### src/rtl/ips2l_uart_cmd_seq_32bit_if.sv
// ips2l_uart_cmd_seq_32bit_if: UART byte ports and register-bank command bus for the command sequencer.
// Ports (master = sequencer side):
//   rx_data/rx_valid            received byte strobe (in)
//   tx_data/tx_valid/tx_ready   transmit byte handshake (out/out/in)
//   addr/data/we/cmd_en         bank command, cmd_en is a one-cycle strobe (out)
//   cmd_done/rd_data            bank completion and read data (in)
//   rd_space                    bank fifo_data_valid, high while waiting on a read (out)
//   busy/err_cnt                status: not idle, saturating error count (out)
interface ips2l_uart_cmd_seq_32bit_if;
  logic [7:0]  rx_data;
  logic        rx_valid;
  logic [7:0]  tx_data;
  logic        tx_valid;
  logic        tx_ready;
  logic [7:0]  addr;
  logic [31:0] data;
  logic        we;
  logic        cmd_en;
  logic        cmd_done;
  logic [31:0] rd_data;
  logic        rd_space;
  logic        busy;
  logic [7:0]  err_cnt;
  modport master (
    input  rx_data, rx_valid, tx_ready, cmd_done, rd_data,
    output tx_data, tx_valid, addr, data, we, cmd_en, rd_space, busy, err_cnt
  );
  modport slave (
    output rx_data, rx_valid, tx_ready, cmd_done, rd_data,
    input  tx_data, tx_valid, addr, data, we, cmd_en, rd_space, busy, err_cnt
  );
endinterface

### src/rtl/ips2l_uart_cmd_seq_32bit.sv
// ips2l_uart_cmd_seq_32bit: byte-stream command sequencer between UART rx/tx and the 32-bit register bank.
// Ports: clk, rst_n (async active-low), bus (ips2l_uart_cmd_seq_32bit_if.master).
// Frames: write = 57,addr,d3,d2,d1,d0 ; read = 52,addr. Responses: 4B (write ok), 4 data bytes (read ok), 45 (error).
// Optional feature: define UART_CMD_CHKSUM_EN to require a trailing XOR checksum byte on every frame.
module ips2l_uart_cmd_seq_32bit #(
  parameter logic [15:0] CMD_TIMEOUT = 16'd4096,
  parameter logic [15:0] FRAME_GAP   = 16'd50000
) (
  input logic                       clk,
  input logic                       rst_n,
  ips2l_uart_cmd_seq_32bit_if.master bus
);
  typedef enum logic [2:0] {S_IDLE, S_ADDR, S_DATA, S_CHK, S_ISSUE, S_WAIT, S_RESP} state_t;
`ifdef UART_CMD_CHKSUM_EN
  localparam state_t FRAME_END = S_CHK;
  logic [7:0] r_chk;
`else
  localparam state_t FRAME_END = S_ISSUE;
`endif
  state_t      r_state;
  logic [7:0]  r_addr;
  logic [31:0] r_data;
  logic        r_we;
  logic [1:0]  r_idx;
  logic [15:0] r_cnt;
  logic [31:0] r_rd;
  logic [7:0]  r_tx_data;
  logic        r_tx_valid;
  logic [7:0]  r_err_cnt;
  logic        w_op_ok;
  logic        w_gap_hit;
  logic        w_tmo;
  logic        w_err;
  // r_cnt is shared: frame-gap counter in ADDR/DATA/CHK, command timeout counter in WAIT.
  always_comb begin
    w_op_ok   = bus.rx_data == 8'h57 || bus.rx_data == 8'h52;
    w_gap_hit = (r_state inside {S_ADDR, S_DATA, S_CHK}) && !bus.rx_valid && r_cnt == FRAME_GAP - 16'd1;
    w_tmo     = r_state == S_WAIT && !bus.cmd_done && r_cnt == CMD_TIMEOUT - 16'd1;
    w_err     = w_gap_hit || w_tmo ||
                (bus.rx_valid && (r_state inside {S_ISSUE, S_WAIT, S_RESP})) ||
                (bus.rx_valid && r_state == S_IDLE && !w_op_ok);
`ifdef UART_CMD_CHKSUM_EN
    w_err     = w_err || (bus.rx_valid && r_state == S_CHK && bus.rx_data != r_chk);
`endif
  end
  always_ff @(posedge clk or negedge rst_n) begin
    if (!rst_n) begin
      r_state    <= S_IDLE;
      r_addr     <= '0;
      r_data     <= '0;
      r_we       <= 1'b0;
      r_idx      <= '0;
      r_cnt      <= '0;
      r_rd       <= '0;
      r_tx_data  <= '0;
      r_tx_valid <= 1'b0;
      r_err_cnt  <= '0;
`ifdef UART_CMD_CHKSUM_EN
      r_chk      <= '0;
`endif
    end else begin
      if (w_err && r_err_cnt != 8'hFF) r_err_cnt <= r_err_cnt + 8'd1;
      case (r_state)
        S_IDLE: if (bus.rx_valid && w_op_ok) begin
          r_we    <= bus.rx_data == 8'h57;
          r_cnt   <= '0;
          r_state <= S_ADDR;
`ifdef UART_CMD_CHKSUM_EN
          r_chk   <= bus.rx_data;
`endif
        end
        S_ADDR: if (bus.rx_valid) begin
          r_addr  <= bus.rx_data;
          r_idx   <= '0;
          r_cnt   <= '0;
          r_state <= r_we ? S_DATA : FRAME_END;
`ifdef UART_CMD_CHKSUM_EN
          r_chk   <= r_chk ^ bus.rx_data;
`endif
        end else if (w_gap_hit) r_state <= S_IDLE;
        else r_cnt <= r_cnt + 16'd1;
        S_DATA: if (bus.rx_valid) begin
          r_data  <= {r_data[23:0], bus.rx_data};
          r_idx   <= r_idx + 2'd1;
          r_cnt   <= '0;
          r_state <= r_idx == 2'd3 ? FRAME_END : S_DATA;
`ifdef UART_CMD_CHKSUM_EN
          r_chk   <= r_chk ^ bus.rx_data;
`endif
        end else if (w_gap_hit) r_state <= S_IDLE;
        else r_cnt <= r_cnt + 16'd1;
`ifdef UART_CMD_CHKSUM_EN
        S_CHK: if (bus.rx_valid) begin
          r_tx_data  <= 8'h45;
          r_idx      <= '0;
          r_tx_valid <= bus.rx_data != r_chk;
          r_state    <= bus.rx_data == r_chk ? S_ISSUE : S_RESP;
        end else if (w_gap_hit) r_state <= S_IDLE;
        else r_cnt <= r_cnt + 16'd1;
`endif
        S_ISSUE: begin
          r_cnt   <= '0;
          r_state <= S_WAIT;
        end
        S_WAIT: if (bus.cmd_done) begin
          r_rd       <= bus.rd_data;
          r_tx_data  <= r_we ? 8'h4B : bus.rd_data[31:24];
          r_idx      <= r_we ? 2'd0 : 2'd3;
          r_tx_valid <= 1'b1;
          r_state    <= S_RESP;
        end else if (w_tmo) begin
          r_tx_data  <= 8'h45;
          r_idx      <= '0;
          r_tx_valid <= 1'b1;
          r_state    <= S_RESP;
        end else r_cnt <= r_cnt + 16'd1;
        // r_idx counts bytes still to send after the one on tx_data.
        S_RESP: if (bus.tx_ready) begin
          if (r_idx == 2'd0) begin
            r_tx_valid <= 1'b0;
            r_state    <= S_IDLE;
          end else begin
            r_tx_data <= r_rd[23:16];
            r_rd      <= r_rd << 8;
            r_idx     <= r_idx - 2'd1;
          end
        end
        default: r_state <= S_IDLE;
      endcase
    end
  end
  assign bus.tx_data  = r_tx_data;
  assign bus.tx_valid = r_tx_valid;
  assign bus.addr     = r_addr;
  assign bus.data     = r_data;
  assign bus.we       = r_we;
  assign bus.cmd_en   = r_state == S_ISSUE;
  assign bus.rd_space = r_state == S_WAIT && !r_we;
  assign bus.busy     = r_state != S_IDLE;
  assign bus.err_cnt  = r_err_cnt;
endmodule

### src/flat_wrapper.sv
// flat-port wrapper written by rule: the top's interface ports become plain ports
module ips2l_uart_cmd_seq_32bit_flat 
#(
  parameter logic [15:0] CMD_TIMEOUT = 16'd4096,
  parameter logic [15:0] FRAME_GAP   = 16'd50000
)
  (clk, rst_n, bus_rx_data, bus_rx_valid, bus_tx_ready, bus_cmd_done, bus_rd_data, bus_tx_data, bus_tx_valid, bus_addr, bus_data, bus_we, bus_cmd_en, bus_rd_space, bus_busy, bus_err_cnt);
  ips2l_uart_cmd_seq_32bit_if bus_i ();
  input logic clk;
  input logic rst_n;
  input wire logic [$bits(bus_i.rx_data)-1:0] bus_rx_data;
  input wire logic [$bits(bus_i.rx_valid)-1:0] bus_rx_valid;
  input wire logic [$bits(bus_i.tx_ready)-1:0] bus_tx_ready;
  input wire logic [$bits(bus_i.cmd_done)-1:0] bus_cmd_done;
  input wire logic [$bits(bus_i.rd_data)-1:0] bus_rd_data;
  output wire logic [$bits(bus_i.tx_data)-1:0] bus_tx_data;
  output wire logic [$bits(bus_i.tx_valid)-1:0] bus_tx_valid;
  output wire logic [$bits(bus_i.addr)-1:0] bus_addr;
  output wire logic [$bits(bus_i.data)-1:0] bus_data;
  output wire logic [$bits(bus_i.we)-1:0] bus_we;
  output wire logic [$bits(bus_i.cmd_en)-1:0] bus_cmd_en;
  output wire logic [$bits(bus_i.rd_space)-1:0] bus_rd_space;
  output wire logic [$bits(bus_i.busy)-1:0] bus_busy;
  output wire logic [$bits(bus_i.err_cnt)-1:0] bus_err_cnt;
  assign bus_i.rx_data = bus_rx_data;
  assign bus_i.rx_valid = bus_rx_valid;
  assign bus_i.tx_ready = bus_tx_ready;
  assign bus_i.cmd_done = bus_cmd_done;
  assign bus_i.rd_data = bus_rd_data;
  assign bus_tx_data = bus_i.tx_data;
  assign bus_tx_valid = bus_i.tx_valid;
  assign bus_addr = bus_i.addr;
  assign bus_data = bus_i.data;
  assign bus_we = bus_i.we;
  assign bus_cmd_en = bus_i.cmd_en;
  assign bus_rd_space = bus_i.rd_space;
  assign bus_busy = bus_i.busy;
  assign bus_err_cnt = bus_i.err_cnt;
  ips2l_uart_cmd_seq_32bit #(.CMD_TIMEOUT(CMD_TIMEOUT), .FRAME_GAP(FRAME_GAP)) u_core (.clk(clk), .rst_n(rst_n), .bus(bus_i));
endmodule
### config.mk
export PLATFORM = sky130hd
export DESIGN_NAME = ips2l_uart_cmd_seq_32bit_flat
export DESIGN_NICKNAME = d
export VERILOG_FILES = /design/src/rtl/ips2l_uart_cmd_seq_32bit_if.sv /design/src/rtl/ips2l_uart_cmd_seq_32bit.sv /design/src/flat_wrapper.sv
export SDC_FILE = /design/constraint.sdc
export NUM_CORES = 1
export LEC_CHECK = 0
export CELL_PAD_IN_SITES_DETAIL_PLACEMENT = 1
export CELL_PAD_IN_SITES_GLOBAL_PLACEMENT = 1
export CORE_AREA = 2 2 107 119
export DETAILED_ROUTE_END_ITERATION = 12
export DIE_AREA = 0 0 109 121
export PLACE_DENSITY = 0.85
export RECOVER_POWER = 25
export SYNTH_ARGS = -nofsm -noshare
export SYNTH_HDL_FRONTEND = slang
export SYNTH_SLANG_ARGS = --single-unit
export TNS_END_PERCENT = 30
### constraint.sdc
create_clock -name clk -period 3.3 [get_ports clk]
set_input_delay 0.66 -clock clk [delete_from_list [all_inputs] [get_ports clk]]
set_output_delay 0.66 -clock clk [all_outputs]
set_load 0.1 [all_outputs]
==> out/qor.csv <==
stage,metric,value,unit
final_layout,diode count,0,
worst_setup_path,CP arrival,2790,ps
logic_synthesis,asr flop ratio synth,1.00,
placed_design,dpl cells,714,
logic_synthesis,post-synth cell types,62,
logic_synthesis,Syn Area/Cell,10.7,um^2
cts,H-tree depth,3,
timing,Fmax,396,MHz
final_layout,share of layout cells above drive strength 1,0.268,
detailed_routing,DRC violations left,0,
floorplan,Die H,121,um
worst_setup_path,kind of critical path,reg -> reg,
detailed_routing,initial DRC count,176,
final_layout,"commonest non-fill, non-tap cells in the layout","dfrtp_1 (103), buf_4 (72), nand2_1 (55)",
worst_setup_path,Slowest cell on crit path,dfrtp_1,
floorplan,I/O Pins,106,
logic_synthesis,"flops & latches, synth",103,
floorplan,Die Wd,109,um
global_routing,total track usage,0.227,
cts,"Hold-fix buffers, CTS",0,
final_layout,Reg area,0.00258,mm^2
placed_design,DP Wirelength,10100,um
worst_setup_path,worst path cell trace,"nand3b_1, nor2_1, o221a_2, o211ai_1, o21ai_0",
timing,relative slew slack,0.0361,
floorplan,initial core utilization,0.421,
logic_synthesis,"Net Count, Synth",516,
global_routing,GR Overflow Total,0,
worst_setup_path,CP Capture Type,flip-flop,
worst_setup_path,critical-path maximum fanout,18,
timing,fin crit period,2530,ps
hold_path,hold path cells,2,
timing,Final Hold Viols,0,
worst_setup_path,CP peak stage delay,720,ps
detailed_routing,Vias/cell,5.66,
logic_synthesis,Post-Syn Area,0.00503,mm^2
placed_design,IO buf count,105,
final_layout,Multi-input gate area,0.00231,mm^2
detailed_routing,First-pass DRT Iterations,4,
timing,Max Slew Vio Count,0,
detailed_routing,DR WL/cell,19.4,um
placed_design,GPL Wtd Cong,0.847,
logic_synthesis,Post-Synthesis Cells,469,
cts,postcts setup bufs,0,
timing,Worst-Margin Slew,1450,ps
final_layout,"most common cell after layout, fill and taps aside",dfrtp_1,
final_layout,fill cell count,1286,
global_routing,vias in the first global route,4497,
logic_synthesis,sequential-to-total area share from yosys stat,0.513,
detailed_routing,routed wire length,14100,um
status,status,completed,
global_routing,largest net degree at the start of global routing,57,
cts,Max clock buf depth,2,
cts,Worst-path clk slew,70,ps
worst_setup_path,crit start category,flip-flop,
cts,TritonCTS clock tree,yes,
floorplan,core area,0.0119,mm^2
floorplan,die area,0.0132,mm^2
detailed_routing,vias,4129,
run,max_cap viols,0,
timing,Clock Skew,8.55,ps
logic_synthesis,Synthesis Warnings,0,
worst_setup_path,Worst R2R Start,u_core.r_state[1],
logic_synthesis,Synth Flop Type,dfrtp_1,
worst_setup_path,CP Data Required Time,3560,ps
final_layout,synth-to-layout area growth,26.9,%
timing,setup TNS,0,ps
floorplan,FP Rows,42,
timing,Final Setup Violations,0,
final_layout,Final Non-Filler Cells,729,
worst_setup_path,Setup crit start,u_core.r_state[1],
logic_synthesis,"EDFF count, synth",0,
cts,CTS root buf,clkbuf_16,
cts,Clock Sinks,103,
cts,Resized Gates After CTS,0,
detailed_routing,antenna-violating nets left,0,
global_routing,initial antenna violation count,0,
hold_path,hold path startpoint,u_core.r_rd[5],
global_routing,first-pass GRT wire length,23100,um
cts,clk_lat worst skew,360,ps
timing,unrepaired setup endpoints after global routing,no,
timing,fin crit share,0.765,
hold_path,HP Class,reg -> reg,
final_layout,final net count,618,
worst_setup_path,Worst R2R Path Depth,5,
cts,TritonCTS Buffers,9,
## stage by stage
step | cell area [um^2] | setup WS, ps | hold slack, ps | utilization
floorplan | 5030 | 335 | 364 | -
finish | 6380 | 774 | 481 | 0.535
detailed placement | 6090 | 434 | 470 | 0.511
global placement | 6090 | 562 | 462 | 0.511
CTS | 6390 | 767 | 392 | 0.535
global route | 6380 | 513 | 513 | 0.535
## Yosys cell counts (3+ instances only)
cell type | n | share of area
nor4_1 | 3 | 0.0037
mux2_2 | 41 | 0.092
and4bb_2 | 3 | 0.0075
nand2_1 | 55 | 0.041
mux2i_1 | 16 | 0.032
dfrtp_1 | 103 | 0.51
o211ai_1 | 7 | 0.010
xor2_1 | 3 | 0.0052
mux2_1 | 3 | 0.0067
a31oi_1 | 19 | 0.024
or2_2 | 3 | 0.0037
a211oi_1 | 3 | 0.0045
clkbuf_1 | 10 | 0.0075
nand4_1 | 7 | 0.0087
o21a_1 | 3 | 0.0045
nor2b_1 | 3 | 0.0037
nor3_1 | 6 | 0.0060
nand2b_1 | 7 | 0.0087
nor2_1 | 26 | 0.019
a21oi_1 | 16 | 0.016
inv_1 | 8 | 0.0060
o21ai_0 | 37 | 0.037
nand3b_1 | 4 | 0.0060
nand3_1 | 16 | 0.016
or4_1 | 4 | 0.0060
buf_2 | 14 | 0.014
## path summary, 6_finish.rpt
| kind | endpoint | slack, ps |
|---|---|---|
| min in group asynchronous | u_core.r_cnt[14] | 650 |
| setup / recovery | u_core.bus.tx_data[0] | 770 |
| max in group asynchronous | u_core.bus.data[30] | 1290 |
| hold / removal | u_core.r_rd[5] | 480 |
| hold reg to reg | u_core.r_rd[5] | 480 |
| setup reg to reg | u_core.bus.tx_data[0] | 770 |
## cell type report
cell class	count	share of cell area
Multi-Input combinational cell	332	0.362
Inverter	8	0.00471
Clock inverter	6	0.0104
Tap cell	154	0.0302
Clock buffer	9	0.0353
Sequential cell	103	0.404
Timing Repair Buffer	117	0.154
## logic make-up (layout without fill, tap and decap cells)
family / Yosys count / after routing / share of synthesized area
buf+inv: 34 / 140 / 0.0304
xor+xnor: 5 / 5 / 0.00871
compound gates: 113 / 113 / 0.155
fa+ha+maj: 2 / 2 / 0.00498
simple gates: 152 / 152 / 0.158
mux: 60 / 60 / 0.130
flops: 103 / 103 / 0.513
## layer usage
layer | part of all wire | track usage
met4 | 0.018 | 0.0809
met2 | 0.56 | 0.417
met5 | 0 | 0
met1 | 0.39 | 0.260
met3 | 0.032 | 0.0419
## worst max-delay path: cells and delay by family, from the launching register on
kind	cells	cell delay, ps
AO/OA/AOI/OAI	3	730
AND/OR/NAND/NOR	2	970
flip-flops	1	720
## state kept, by name (all words and copies together), names as in the netlist
signal and count:
u_core.bus.addr 8, u_core.bus.data 32, u_core.bus.err_cnt 8, u_core.bus.tx_data 8, u_core.bus.tx_valid 1, u_core.bus.we 1, u_core.r_cnt 16, u_core.r_idx 2
u_core.r_rd 24, u_core.r_state 3
Power is left out: the tool's default activity adds up to more than one toggle a clock period on the data nets, which glitch-free logic cannot reach.
